===== src/rtl/dmem_arbiter_if.sv =====
// Bundle of the two requester ports and the data_mem control/data lines.
// slave is the arbiter's view; master is the requesters-plus-memory view.
interface dmem_arbiter_if #(
  parameter int ADDR_W = 32,
  parameter int DATA_W = 32
);
  logic              m0_req;
  logic              m0_we;
  logic [ADDR_W-1:0] m0_addr;
  logic [DATA_W-1:0] m0_wdata;
  logic              m0_gnt;
  logic              m0_ack;
  logic [DATA_W-1:0] m0_rdata;

  logic              m1_req;
  logic              m1_we;
  logic [ADDR_W-1:0] m1_addr;
  logic [DATA_W-1:0] m1_wdata;
  logic              m1_gnt;
  logic              m1_ack;
  logic [DATA_W-1:0] m1_rdata;

  logic [ADDR_W-1:0] mem_addr;
  logic [DATA_W-1:0] mem_wdata;
  logic              mem_op;
  logic              mem_wr;
  logic [DATA_W-1:0] mem_rdata;

  modport slave (
    input  m0_req, m0_we, m0_addr, m0_wdata,
    output m0_gnt, m0_ack, m0_rdata,
    input  m1_req, m1_we, m1_addr, m1_wdata,
    output m1_gnt, m1_ack, m1_rdata,
    output mem_addr, mem_wdata, mem_op, mem_wr,
    input  mem_rdata
  );

  modport master (
    output m0_req, m0_we, m0_addr, m0_wdata,
    input  m0_gnt, m0_ack, m0_rdata,
    output m1_req, m1_we, m1_addr, m1_wdata,
    input  m1_gnt, m1_ack, m1_rdata,
    input  mem_addr, mem_wdata, mem_op, mem_wr,
    output mem_rdata
  );
endinterface


===== src/rtl/dmem_arbiter.sv =====
// Round-robin two-port arbiter sharing the single-port data_mem:
// grant in IDLE, one ACCESS cycle, then a registered ack/rdata.
module dmem_arbiter #(
  parameter int ADDR_W = 32,
  parameter int DATA_W = 32
) (
  input logic           clk,
  input logic           rst_n,
  dmem_arbiter_if.slave bus
);

  typedef enum logic {IDLE, ACCESS} state_t;

  state_t            state, state_nxt;
  logic              prio;
  logic              any_req;
  logic              win;
  logic              gnt0, gnt1;
  logic              lat_we;
  logic              lat_port;
  logic [ADDR_W-1:0] lat_addr;
  logic [DATA_W-1:0] lat_wdata;
  logic              ack0, ack1;
  logic [DATA_W-1:0] rdata0, rdata1;
  logic              mem_op_c, mem_wr_c;
  logic [ADDR_W-1:0] mem_addr_c;
  logic [DATA_W-1:0] mem_wdata_c;

  assign any_req = bus.m0_req | bus.m1_req;
  // A lone requester always wins; prio only breaks a tie.
  assign win = (bus.m0_req & bus.m1_req) ? prio : bus.m1_req;

  always_ff @(posedge clk or negedge rst_n) begin
    if (!rst_n) state <= IDLE;
    else        state <= state_nxt;
  end

  always_comb begin
    state_nxt   = state;
    gnt0        = 1'b0;
    gnt1        = 1'b0;
    mem_op_c    = 1'b0;
    mem_wr_c    = 1'b0;
    mem_addr_c  = '0;
    mem_wdata_c = '0;
    case (state)
      IDLE: begin
        if (any_req && rst_n) begin
          state_nxt = ACCESS;
          gnt0      = ~win;
          gnt1      = win;
        end
      end
      ACCESS: begin
        state_nxt   = IDLE;
        mem_op_c    = 1'b1;
        mem_wr_c    = lat_we;
        mem_addr_c  = lat_addr;
        mem_wdata_c = lat_wdata;
      end
      default: state_nxt = IDLE;
    endcase
  end

  // Latch the winner on grant; retire the access into ack/rdata at the end of ACCESS.
  always_ff @(posedge clk or negedge rst_n) begin
    if (!rst_n) begin
      prio      <= 1'b0;
      lat_we    <= 1'b0;
      lat_port  <= 1'b0;
      lat_addr  <= '0;
      lat_wdata <= '0;
      ack0      <= 1'b0;
      ack1      <= 1'b0;
      rdata0    <= '0;
      rdata1    <= '0;
    end else begin
      ack0 <= 1'b0;
      ack1 <= 1'b0;
      if (state == IDLE && any_req) begin
        lat_port  <= win;
        lat_we    <= win ? bus.m1_we    : bus.m0_we;
        lat_addr  <= win ? bus.m1_addr  : bus.m0_addr;
        lat_wdata <= win ? bus.m1_wdata : bus.m0_wdata;
        prio      <= ~win;
      end
      if (state == ACCESS) begin
        if (lat_port) ack1 <= 1'b1;
        else          ack0 <= 1'b1;
        if (!lat_we) begin
          if (lat_port) rdata1 <= bus.mem_rdata;
          else          rdata0 <= bus.mem_rdata;
        end
      end
    end
  end

  assign bus.m0_gnt    = gnt0;
  assign bus.m1_gnt    = gnt1;
  assign bus.m0_ack    = ack0;
  assign bus.m1_ack    = ack1;
  assign bus.m0_rdata  = rdata0;
  assign bus.m1_rdata  = rdata1;
  assign bus.mem_op    = mem_op_c;
  assign bus.mem_wr    = mem_wr_c;
  assign bus.mem_addr  = mem_addr_c;
  assign bus.mem_wdata = mem_wdata_c;

endmodule

===== src/flat_wrapper.sv =====
// flat-port wrapper written by rule: the top's interface ports become plain ports
module dmem_arbiter_flat 
#(
  parameter int ADDR_W = 32,
  parameter int DATA_W = 32
)
  (clk, rst_n, bus_m0_req, bus_m0_we, bus_m0_addr, bus_m0_wdata, bus_m0_gnt, bus_m0_ack, bus_m0_rdata, bus_m1_req, bus_m1_we, bus_m1_addr, bus_m1_wdata, bus_m1_gnt, bus_m1_ack, bus_m1_rdata, bus_mem_addr, bus_mem_wdata, bus_mem_op, bus_mem_wr, bus_mem_rdata);
  dmem_arbiter_if #(.ADDR_W(ADDR_W), .DATA_W(DATA_W)) bus_i ();
  input logic clk;
  input logic rst_n;
  input wire logic [$bits(bus_i.m0_req)-1:0] bus_m0_req;
  input wire logic [$bits(bus_i.m0_we)-1:0] bus_m0_we;
  input wire logic [$bits(bus_i.m0_addr)-1:0] bus_m0_addr;
  input wire logic [$bits(bus_i.m0_wdata)-1:0] bus_m0_wdata;
  output wire logic [$bits(bus_i.m0_gnt)-1:0] bus_m0_gnt;
  output wire logic [$bits(bus_i.m0_ack)-1:0] bus_m0_ack;
  output wire logic [$bits(bus_i.m0_rdata)-1:0] bus_m0_rdata;
  input wire logic [$bits(bus_i.m1_req)-1:0] bus_m1_req;
  input wire logic [$bits(bus_i.m1_we)-1:0] bus_m1_we;
  input wire logic [$bits(bus_i.m1_addr)-1:0] bus_m1_addr;
  input wire logic [$bits(bus_i.m1_wdata)-1:0] bus_m1_wdata;
  output wire logic [$bits(bus_i.m1_gnt)-1:0] bus_m1_gnt;
  output wire logic [$bits(bus_i.m1_ack)-1:0] bus_m1_ack;
  output wire logic [$bits(bus_i.m1_rdata)-1:0] bus_m1_rdata;
  output wire logic [$bits(bus_i.mem_addr)-1:0] bus_mem_addr;
  output wire logic [$bits(bus_i.mem_wdata)-1:0] bus_mem_wdata;
  output wire logic [$bits(bus_i.mem_op)-1:0] bus_mem_op;
  output wire logic [$bits(bus_i.mem_wr)-1:0] bus_mem_wr;
  input wire logic [$bits(bus_i.mem_rdata)-1:0] bus_mem_rdata;
  assign bus_i.m0_req = bus_m0_req;
  assign bus_i.m0_we = bus_m0_we;
  assign bus_i.m0_addr = bus_m0_addr;
  assign bus_i.m0_wdata = bus_m0_wdata;
  assign bus_m0_gnt = bus_i.m0_gnt;
  assign bus_m0_ack = bus_i.m0_ack;
  assign bus_m0_rdata = bus_i.m0_rdata;
  assign bus_i.m1_req = bus_m1_req;
  assign bus_i.m1_we = bus_m1_we;
  assign bus_i.m1_addr = bus_m1_addr;
  assign bus_i.m1_wdata = bus_m1_wdata;
  assign bus_m1_gnt = bus_i.m1_gnt;
  assign bus_m1_ack = bus_i.m1_ack;
  assign bus_m1_rdata = bus_i.m1_rdata;
  assign bus_mem_addr = bus_i.mem_addr;
  assign bus_mem_wdata = bus_i.mem_wdata;
  assign bus_mem_op = bus_i.mem_op;
  assign bus_mem_wr = bus_i.mem_wr;
  assign bus_i.mem_rdata = bus_mem_rdata;
  dmem_arbiter #(.ADDR_W(ADDR_W), .DATA_W(DATA_W)) u_core (.clk(clk), .rst_n(rst_n), .bus(bus_i));
endmodule

===== config.mk =====
export PLATFORM = sky130hd
export DESIGN_NAME = dmem_arbiter_flat
export DESIGN_NICKNAME = d
export VERILOG_FILES = /design/src/rtl/dmem_arbiter_if.sv /design/src/rtl/dmem_arbiter.sv /design/src/flat_wrapper.sv
export SDC_FILE = /design/constraint.sdc
export NUM_CORES = 1
export LEC_CHECK = 0
export CORE_MARGIN = 10
export CORE_UTILIZATION = 35
export CTS_CLUSTER_SIZE = 40
export DETAILED_ROUTE_END_ITERATION = 10
export PLACE_DENSITY = 0.73
export SYNTH_ARGS = -nofsm -noshare
export SYNTH_HDL_FRONTEND = slang
export SYNTH_SLANG_ARGS = --single-unit

===== constraint.sdc =====
create_clock -name clk -period 1.3 [get_ports clk]
set_input_delay 0.26 -clock clk [delete_from_list [all_inputs] [get_ports clk]]
set_output_delay 0.26 -clock clk [all_outputs]
set_load 0.05 [all_outputs]

# Word-level counts from Yosys, hierarchy flattened

Index checks and enable logic that the tools add are counted.

Register bits after elaboration: 134
Bits in latches: 0
Bits in writable memories: 0
Memory bits (read-only): 0
Output and inout bits: 134
Memories: 0

Add/sub/neg operators: 0
Multiply operators: 0
Div/mod/pow operators: 0
$lt $le $gt $ge: 0
Equal/unequal tests: 0
Shift operators: 0
Muxes and demuxes: 18
Bitwise operators: 6
Reductions and logical operators: 4

Operator list:

| operator                              | number |
|---|---|
| 32-bit two-way mux                    | 4 |
| 1-bit two-way mux                     | 13 |
| 3-bit AND reduction                   | 2 |
| 1-bit NOT                             | 4 |
| 1-bit logical AND                     | 2 |
| 1-bit one-hot mux with 2 select lines | 1 |
| 1-bit bitwise AND                     | 1 |
| 1-bit OR                              | 1 |

# Longest topological paths before layout

Depth after elaboration: 5
Depth in mapped cells: 7

# Worst setup path before layout

Ideal clock, no wire load.

Path type: register -> output
Start: register u_core.state
End: output port bus_m1_gnt
Arrival time: 2.009 ns
Data required time: 1.040 ns
Setup slack: -0.969 ns
Cell stages (with the launch flop): 3
Cells stage by stage: dfrtp_1 clkbuf_1 nor3b_1

Cells in the longest elaborated chain, start to end: 1

Ends and longest elaborated chain:

| what                   | RTL line           | source |
|---|---|---|
| from (decl)            | dmem_arbiter.sv:14 | `state_t state, state_nxt;` |
| from (signal assigned) | dmem_arbiter.sv:35 | `else state <= state_nxt;` |
| 1-bit two-way mux      | dmem_arbiter.sv:46 | `case (state)` |
| to (decl)              | flat_wrapper.sv:22 | `output wire logic [$bits(bus_i.m1_gnt)-1:0] bus_m1_gnt;` |

No other way between the ends.

# Worst setup path in the final report

Start: register u_core.state
End: output port bus_m0_gnt

Cells in the longest elaborated chain, start to end: 1

Ends and longest elaborated chain:

| what              | RTL line           | source |
|---|---|---|
| 1-bit two-way mux | dmem_arbiter.sv:46 |  |
| to (decl)         | flat_wrapper.sv:15 | `output wire logic [$bits(bus_i.m0_gnt)-1:0] bus_m0_gnt;` |

No other way between the ends.

==> reports/metrics.yaml <==
outcome:
  outcome: "finished, violations left"
  violations: "setup timing"
job:
  drv_cap: 0
pwr:
  p_leak_nw: 5.817
  p_per_area_nw_per_um2: 1921
  peakVddDrop_v: 0.002032
timing:
  fmax_mhz: 561.5
  final-max-slew-violation-count: 0
  setup_violations: 197
  final-hold-violation-count: 0
  fin_skew_ns: 0.01001
  slew-limit-headroom_pct: 57.24
  fin_hold_ws_ns: 0.1699
  tightest_slew_ns: 0.6415
  setup_ws_ns: -0.4808
  period_share_pct: 137.0
  fin_crit_ns: 1.781
  rsz0062_at_grt: "true"
yosys:
  synthAdderAreaFrac_pct: 0
  syn_avg_cell_area_um2: 10.56
  synthMuxAreaShare_pct: 13.20
  yosysSeqAreaShare_pct: 53.11
  synth_compound_area_share_pct: 12.03
  postSynthCellCount: 598
  synth_top_family_by_area: "simple AND/OR/NAND/NOR gates"
  synth-simple-area-share_pct: 16.61
  synth_xor_area_share_pct: 0
  synthesis.nets: 764
  netlist_area_um2: 6314
  synth-seq-cells: 134
  yosys_warnings: 0
  yosysUniqueCellTypes: 25
setup_path:
  cp.depth: 4
  setup.worst_path.start_class: "flop"
  critical_path_class: "reg2out"
  setup.worst_path.end: "bus_m0_gnt"
  slowest_stage: "dfrtp_2"
  cp_cell_sequence: "o21ba_4, and2_4, and2_4, buf_12"
  endpoint_kind: "primary output"
  crit_start: "u_core.state"
  critPathMostFrequentCell: "and2_4"
  crit_required_ns: 1.04
  r2r_setup_slack_ns: -0.41
  critPathBufInv: 1
  r2r-end: "u_core.bus.m0_rdata[28]"
  worstReg2RegStart: "u_core.state"
  cp.arrival_ns: 1.52
  cp_max_fo: 3
  crit_family: "flip-flops"
  rr_worst_depth: 7
  cp_slowest_stage_delay_ns: 0.45
floorplan:
  chipHeight_um: 154.3
  io-pin-count: 300
  initial_utilization_pct: 35.39
  rows: 49
  die_area_um2: 23810
  core_um2: 17840
  die_width_um: 154.3
clock_network:
  cts_tree: "yes"
  clk_latency_ns: 0.41
  numCtsBuffers: 17
  cts.sinks: 134
  path_clk_slew_ns: 0.06
  cts_htree_levels: 4
  cts_root_buffer: "clkbuf_16"
  clockBufferDepth: 2
place:
  hpwl_mm: 18.10
  portBuffers: 299
  gp_congestion: 0.7785
  place_inst: 1109
drt:
  wl_per_cell_um: 24.48
  drt_iter0_markers: 341
  viasPerCell: 5.310
  wl_mm: 29.52
  ant_nets: 0
  drt-pass1-iter-count: 5
  drcViolationCount: 0
  vias: 6404
grt:
  first_global_vias: 6798
  overflow: 0
  grt_usage_pct: 22.58
  grt_max_degree: 115
  grt_pass1_wl_mm: 41.71
  antenna_found_initial: 1
cells_and_area:
  drive_gt1_share_pct: 47.85
  area_delta_synth_final_pct: 114.0
  final_cell_mix: "buf_12, clkdlybuf4s50_1, dfrtp_1"
  fin_cells: 1206
  nets: 1130
  final_common_cell: "buf_12"
worst_hold_path:
  hold_class: "in2reg"
-- cell families (layout without fill, tap and decap cells) --
logic type | Yosys count | in the layout
compound gates | 134 | 134
other cells | 0 | 1
mux | 64 | 64
simple gates | 205 | 205
buf+inv | 61 | 439
flops | 134 | 134
-- synthesized netlist by cell type --
cell type | n | share of area [%]
dfrtp_1 | 134 | 53
and2_1 | 67 | 6.6
a31oi_1 | 66 | 6.5
nor2_1 | 66 | 3.9
nand3_1 | 65 | 5.2
o21ai_0 | 65 | 5.2
mux2_2 | 32 | 5.7
mux2_4 | 30 | 7.1
clkbuf_1 | 29 | 1.7
buf_2 | 18 | 1.4
buf_6 | 8 | 1.4
buf_4 | 2 | 0.24
inv_2 | 2 | 0.12
mux2_1 | 2 | 0.36
nand2b_1 | 2 | 0.20
a21oi_1 | 1 | 0.079
and2_4 | 1 | 0.14
and2b_1 | 1 | 0.12
buf_1 | 1 | 0.059
inv_1 | 1 | 0.059
nand2_1 | 1 | 0.059
nor3_4 | 1 | 0.26
nor3b_1 | 1 | 0.12
o21ba_2 | 1 | 0.16
o22ai_1 | 1 | 0.099
-- where the power goes --
part	switching [mW]	internal [mW]	leakage [nW]
clock network	1.91	2.98	0.282
registers	1.42	5.49	1.55
logic	6.63	7.51	3.98
total	9.97	16.0	5.82
-- state kept, by name (all words and copies together) (netlist names) --
signal and cells:
u_core.bus.m0_ack 1, u_core.bus.m0_rdata 32, u_core.bus.m1_ack 1, u_core.bus.m1_rdata 32
u_core.lat_addr 32, u_core.lat_port 1, u_core.lat_wdata 32, u_core.lat_we 1
u_core.prio 1, u_core.state 1
-- through the flow --
| stage | utilization (%) | total power [mW] | area [µm²] | TNS [ns] | setup slack, ns |
|---|---|---|---|---|---|
| after floorplan | - | 12.46 | 6550 | -24.79 | -0.2173 |
| after global placement | 63.17 | 19.10 | 11270 | -28.73 | -0.3377 |
| after detailed placement | 63.17 | 19.35 | 11270 | -34.01 | -0.4124 |
| after CTS | 73.64 | 25.36 | 13140 | -65.07 | -0.4568 |
| after global routing | 75.72 | 26.77 | 13510 | -69.47 | -0.5070 |
| final | 75.72 | 25.95 | 13510 | -63.30 | -0.4808 |
-- worst register-to-register path: cells and delay by family, from the launching register on --
| family | cells | cell delay, ns |
|---|---|---|
| muxes | 1 | 0.31 |
| buffers and inverters | 5 | 0.65 |
| and+or+nand+nor | 1 | 0.20 |
| DFF | 1 | 0.42 |
-- timing repair --
action,4_1_cts,5_1_grt
endpoints found under the setup margin,192,206
hold buffers,2,0
pin swaps,22,29
gates resized for setup,122,118
setup buffers,30,17
hold endpoints to repair,20,0
cloned,22,5
-- per-layer routing --
layer  vias to the layer above  global-route usage [%]  part of all wire (%)
met5                         -                       0                     0
met4                         0                   6.793                   1.8
met3                        35                   9.373                   9.1
met2                       320                   37.98                    50
met1                      3198                   25.58                    39
li1                       2851                       -                     -
-- cell type report --
class	count	area, µm²
diodes	1	2.502
inverters	3	13.76
fillers	1029	4332
well taps	229	286.5
multi-input cells	403	3226
flip-flops and latches	134	3357
repair buffers	405	6035
clock buffers	21	470.5
clock inverters	10	118.9
-- worst min path at each step --
| stage | from | to | slack (ns) | depth (start not counted) |
|---|---|---|---|---|
| 2_1_floorplan | rst_n | u_core.bus.m0_ack | -0.04 | 0 |
| 3_3_place_gp | rst_n | u_core.lat_addr[6] | 0.28 | 2 |
| 3_5_place_dp | rst_n | u_core.lat_addr[6] | 0.29 | 2 |
| 4_1_cts | rst_n | u_core.state | 0.11 | 2 |
| 5_1_grt | bus_m1_req | u_core.prio | 0.17 | 2 |
| 6_report | bus_m1_req | u_core.prio | 0.17 | 2 |
(Power assumes the default switching activity.)
